===== src/rtl/weight_mem_writer_pkg.sv =====
// Shared definitions for the weight memory writer: ID field width and the
// load-sequence state encoding.
package weight_mem_writer_pkg;

  // Width of the layer / neuron destination IDs on the shared load bus.
  localparam int unsigned ID_W = 8;

  typedef enum logic [1:0] {
    ST_IDLE = 2'd0,
    ST_LOAD = 2'd1,
    ST_DONE = 2'd2
  } state_e;

endpackage : weight_mem_writer_pkg


===== src/rtl/weight_mem_writer.sv =====
// Weight memory writer: watches the shared load bus, picks out beats for
// its own (layer, neuron) and writes them to consecutive memory addresses,
// reporting sticky done/error status for the load.
module weight_mem_writer
  import weight_mem_writer_pkg::*;
#(
  parameter int neuronNo     = 0,
  parameter int layerNo      = 2,
  parameter int addressWidth = 10,
  parameter int dataWidth    = 16,
  parameter int numWeight    = 784
) (
  input  logic                    clk,
  input  logic                    rstn,
  input  logic                    start,
  input  logic                    in_valid,
  output logic                    in_ready,
  input  logic [ID_W-1:0]         in_layer,
  input  logic [ID_W-1:0]         in_neuron,
  input  logic [dataWidth-1:0]    in_data,
  input  logic                    in_last,
  output logic                    wen,
  output logic [addressWidth:0]   waddr,
  output logic [dataWidth-1:0]    win,
  output logic                    load_done,
  output logic                    load_err
);

  // One extra bit over the address so the counter can sit at numWeight
  // without wrapping when numWeight == 2**(addressWidth+1).
  localparam int unsigned CW = addressWidth + 2;
  localparam logic [CW-1:0] NUM_W    = CW'(numWeight);
  localparam logic [CW-1:0] LAST_IDX = CW'(numWeight - 1);
  localparam logic [ID_W-1:0] MY_LAYER  = ID_W'(layerNo);
  localparam logic [ID_W-1:0] MY_NEURON = ID_W'(neuronNo);

  state_e                 state_q, state_d;
  logic [CW-1:0]          cnt_q, cnt_d;
  logic                   wen_q, wen_d;
  logic [addressWidth:0]  waddr_q, waddr_d;
  logic [dataWidth-1:0]   win_q, win_d;
  logic                   done_q, done_d;
  logic                   err_q, err_d;
  logic                   ready_q;

  logic beat_match;

  // Accepted beat addressed to this writer.
  always_comb begin
    beat_match = in_valid && ready_q &&
                 (in_layer == MY_LAYER) && (in_neuron == MY_NEURON);
  end

  // Next-state logic for the load sequence and the registered write port.
  always_comb begin
    state_d = state_q;
    cnt_d   = cnt_q;
    wen_d   = 1'b0;
    waddr_d = waddr_q;
    win_d   = win_q;
    done_d  = done_q;
    err_d   = err_q;

    unique case (state_q)
      ST_IDLE, ST_DONE: begin
        if (start) begin
          state_d = ST_LOAD;
          cnt_d   = '0;
          done_d  = 1'b0;
          err_d   = 1'b0;
        end
      end
      ST_LOAD: begin
        if (start) begin
          // Restart takes priority: a beat arriving with start is dropped.
          cnt_d  = '0;
          done_d = 1'b0;
          err_d  = 1'b0;
        end else if (beat_match) begin
          if (cnt_q < NUM_W) begin
            wen_d   = 1'b1;
            waddr_d = cnt_q[addressWidth:0];
            win_d   = in_data;
            cnt_d   = cnt_q + CW'(1);
          end else begin
            err_d = 1'b1;
          end
          if (in_last) begin
            if (cnt_q != LAST_IDX) begin
              err_d = 1'b1;
            end
            done_d  = 1'b1;
            state_d = ST_DONE;
          end
        end
      end
      default: state_d = ST_IDLE;
    endcase
  end

  // State, counter, status and write-port registers with async reset.
  always_ff @(posedge clk or negedge rstn) begin
    if (!rstn) begin
      state_q <= ST_IDLE;
      cnt_q   <= '0;
      wen_q   <= 1'b0;
      waddr_q <= '0;
      win_q   <= '0;
      done_q  <= 1'b0;
      err_q   <= 1'b0;
      ready_q <= 1'b0;
    end else begin
      state_q <= state_d;
      cnt_q   <= cnt_d;
      wen_q   <= wen_d;
      waddr_q <= waddr_d;
      win_q   <= win_d;
      done_q  <= done_d;
      err_q   <= err_d;
      ready_q <= 1'b1;
    end
  end

  assign in_ready  = ready_q;
  assign wen       = wen_q;
  assign waddr     = waddr_q;
  assign win       = win_q;
  assign load_done = done_q;
  assign load_err  = err_q;

endmodule : weight_mem_writer


===== config.mk =====
export PLATFORM = sky130hd
export DESIGN_NAME = weight_mem_writer
export DESIGN_NICKNAME = d
export VERILOG_FILES = /design/src/rtl/weight_mem_writer_pkg.sv /design/src/rtl/weight_mem_writer.sv
export SDC_FILE = /design/constraint.sdc
export NUM_CORES = 1
export LEC_CHECK = 0
export ABC_CLOCK_PERIOD_IN_PS = 5450
export CAP_MARGIN = 20
export CORE_ASPECT_RATIO = 1.25
export CORE_MARGIN = 1
export CORE_UTILIZATION = 45
export DETAILED_ROUTE_END_ITERATION = 10
export PLACE_DENSITY = 0.78
export SYNTH_ARGS = -nofsm -noshare
export SYNTH_HDL_FRONTEND = slang
export SYNTH_SLANG_ARGS = --single-unit

===== constraint.sdc =====
create_clock -name clk -period 5.45 [get_ports clk]
set_input_delay 1.635 -clock clk [delete_from_list [all_inputs] [get_ports clk]]
set_output_delay 1.635 -clock clk [all_outputs]
set_load 0.01 [all_outputs]

==> impl_metrics.toml <==
[synthesis]
synth.top_cell.area_share_pct = 55.38
synth_warnings = 0
yosys_most_used_dff = "sky130_fd_sc_hd__dfrtp_1"
register_area_share_after_synthesis_pct = 55.38
ys_ff_latch = 45
async_flop_share_pct = 100.0
avgSynthCellArea_um2 = 12.17
syn_area_um2 = 2033
synth-edff-count = 0
synth.distinct_cells = 44
synth_cells = 167
synthDominantAreaCellType = "sky130_fd_sc_hd__dfrtp_1"
syn_nets = 205
synth.top_cells.by_area = "sky130_fd_sc_hd__dfrtp_1, sky130_fd_sc_hd__mux2_1, sky130_fd_sc_hd__mux2_2, sky130_fd_sc_hd__nor4_2, sky130_fd_sc_hd__nand2_1"

[timing]
fin_crit_sh_pct = 67.67
worst-slew-pin-transition_ns = 0.7510
grt_setup_unrepaired = "false"
setup_tns_ns = 0
drv_slew = 0
final_hold_viol_count = 0
hold-worst-slack_ns = 0.4881
period_needed_ns = 3.688
clock-skew-final_ns = 0.004635
fmax_mhz = 271.2
timing.max_slew.rel_slack_pct = 49.82
finalSetupViolations = 0

[final_layout]
post_layout_nonfiller_instances = 293
post_route_cells_drive_above_1_share_pct = 11.39
nFillCells = 314
design_area_um2 = 2867
layout.nets = 274
antenna-diode-count = 0
most_common_cell_after_layout_fill_and_taps_aside = "sky130_fd_sc_hd__clkdlybuf4s50_1"
post-route-util_pct = 68.31
layout.cells.most_common_list = "sky130_fd_sc_hd__clkdlybuf4s50_1, sky130_fd_sc_hd__dfrtp_1, sky130_fd_sc_hd__mux2_1"
syn_to_final_growth_pct = 40.98

[pwr]
switching_share_pct = 20.70
sequentialPowerShare_pct = 52.0
ir_worst_vdd_v = 0.0001082
switching_power_total_uw = 133.0
internal_power_uw = 509.6
powerDensity_nw_per_um2 = 224.2
power.clock.fraction_pct = 41.2
p_leak_uw = 0.001279
power_frac_comb_pct = 6.8

[cts]
cts_tree = "yes"
cts-hold-fix-buffers = 0
clkSlewWorstSetupHoldPaths_ns = 0.09
tritoncts.num_buffers = 5
cts_sinks = 45
cts_max_level = 2
cts_root_buffer = "sky130_fd_sc_hd__clkbuf_8"
insertion_delay_ns = 0.30
post-cts-setup-buffer-count = 0
maximum_number_of_buffers_from_clock_root_to_sink = 2
cts_resized = 0

[grt]
largest_net_degree_at_the_start_of_global_routing = 46
grt_util_all_layers_pct = 19.56
grt_remaining_overflow = 0
vias_in_the_first_global_route = 1574
antenna_found_initial = 0
wire_length_of_the_first_global_routing_pass_um = 7403

[routing]
detail_route.drc_violations = 0
num_vias = 1604
vias_per_cell = 5.474
drtAntennaViolNets = 0
drt-pass1-iter-count = 5
detail_route.wl_per_cell_um = 14.29
drtIter0Drc = 69
total_detailed_routing_wirelength_um = 4188

[die]
fp-row-count = 26
die_area_um2 = 4793
die_h_um = 77.15
die_width_um = 62.12
initial_core_util_pct = 48.45
ios = 68
core_region_area_um2 = 4197

[job]
maxcap_violations = 0

[setup_path]
timing.rr.start = "cnt_q[4]"
setup.worst_path.start = "in_neuron[5]"
endpoint_kind = "flop"
r2r_cell_count = 4
critical_path.max_fanout = 27
reg_to_reg_setup_timing_slack_ns = 3.22
critPathKind = "input port to flop"
worstReg2RegEnd = "waddr[4]"
setup.worst_path.end = "waddr[4]"
worstSetupStartpointType = "input port"
critPathArrivalTime_ns = 3.88
critical_path_required_ns = 5.64

[outcome]
run_status = "complete, no violations"

[place]
place.port_buffers = 67
dpl_cell_area_um2 = 2726
dp_hpwl_um = 2996
gp_congestion = 0.8261
post-place-cells = 284

[worst_hold_path]
holdCritPathClass = "flop to flop"
-- state kept, by name, indices dropped and copies added (netlist names) --
register	count
win	16
cnt_q	12
waddr	11
state_q	2
in_ready	1
load_done	1
load_err	1
wen	1
-- cells in the mapped netlist (2+ instances only) --
cell type,instances
sky130_fd_sc_hd__o31ai_1,2
sky130_fd_sc_hd__nand4_1,5
sky130_fd_sc_hd__nor4_2,4
sky130_fd_sc_hd__nor2b_1,2
sky130_fd_sc_hd__nor3_1,2
sky130_fd_sc_hd__mux2_1,19
sky130_fd_sc_hd__or4_1,2
sky130_fd_sc_hd__nand2_1,11
sky130_fd_sc_hd__buf_6,2
sky130_fd_sc_hd__o21ai_1,3
sky130_fd_sc_hd__a21oi_1,8
sky130_fd_sc_hd__a31oi_1,2
sky130_fd_sc_hd__nand2b_1,4
sky130_fd_sc_hd__dfrtp_1,45
sky130_fd_sc_hd__clkbuf_1,2
sky130_fd_sc_hd__and3_1,5
sky130_fd_sc_hd__nand3_1,5
sky130_fd_sc_hd__nor2_1,9
sky130_fd_sc_hd__mux2_2,7
sky130_fd_sc_hd__o21ai_0,4
-- worst min path at each step --
stage	start	to	slack [ns]	depth (start not counted)
5_1_grt	waddr[8]	waddr[8]	0.52	1
4_1_cts	win[5]	win[5]	0.49	1
2_1_floorplan	cnt_q[10]	cnt_q[10]	0.48	2
6_report	win[8]	win[8]	0.49	1
3_3_place_gp	win[2]	win[2]	0.47	1
3_5_place_dp	win[5]	win[5]	0.47	1
-- worst max-delay path: stages --
cell                              delay [ns]
sky130_fd_sc_hd__clkdlybuf4s50_1        0.43
sky130_fd_sc_hd__nor4_2                 0.30
sky130_fd_sc_hd__and3_1                 0.34
sky130_fd_sc_hd__nand3_2                0.15
sky130_fd_sc_hd__nor2_4                 0.61
sky130_fd_sc_hd__mux2_2                 0.41
-- through the flow --
| stage | setup slack (ns) | total power [uW] |
|---|---|---|
| after global placement | 1.431 | 383.0 |
| final | 1.762 | 642.6 |
| after floorplan | 2.304 | 347.7 |
| after global routing | 1.566 | 666.1 |
| after detailed placement | 1.386 | 383.3 |
| after CTS | 1.712 | 645.2 |
-- logic make-up (layout without fill, tap and decap cells) --
family	count (synthesis)	after routing	synth area share [%]
other	1	1	0.1844
AOI/OAI and AO/OA	30	30	10.22
muxes	27	27	14.89
adders and majority gates	1	1	0.6153
buffers and inverters	7	77	2.277
and+or+nand+nor	56	56	16.43
DFF	45	45	55.38
-- power groups by stage --
stage                     sequential, uW  clock [uW]  combinational [uW]
final                                334         265                43.8
after CTS                            334         268                42.8
after detailed placement             341           0                42.5
after global routing                 334         284                47.8
after floorplan                      341           0                6.59
after global placement               341           0                42.2
-- cell type report --
class,instances,area (um^2),area share [%]
Inverter,1,3.754,0.1309
Multi-Input combinational cell,115,860.8,30.03
Timing Repair Buffer,68,685.7,23.92
Clock buffer,6,82.58,2.881
Sequential cell,45,1126,39.28
Tap cell,56,70.07,2.444
Clock inverter,2,37.54,1.309
-- layer usage --
metal | vias to the layer above | GRT usage [%] | part of all wire (%)
met5 | - | 0 | 0
met4 | 0 | 7.674 | 1.3
met3 | 5 | 3.869 | 6.6
met2 | 81 | 33.74 | 49
met1 | 765 | 23.89 | 43
li1 | 753 | - | -
Power figures use the tool's default switching activity.
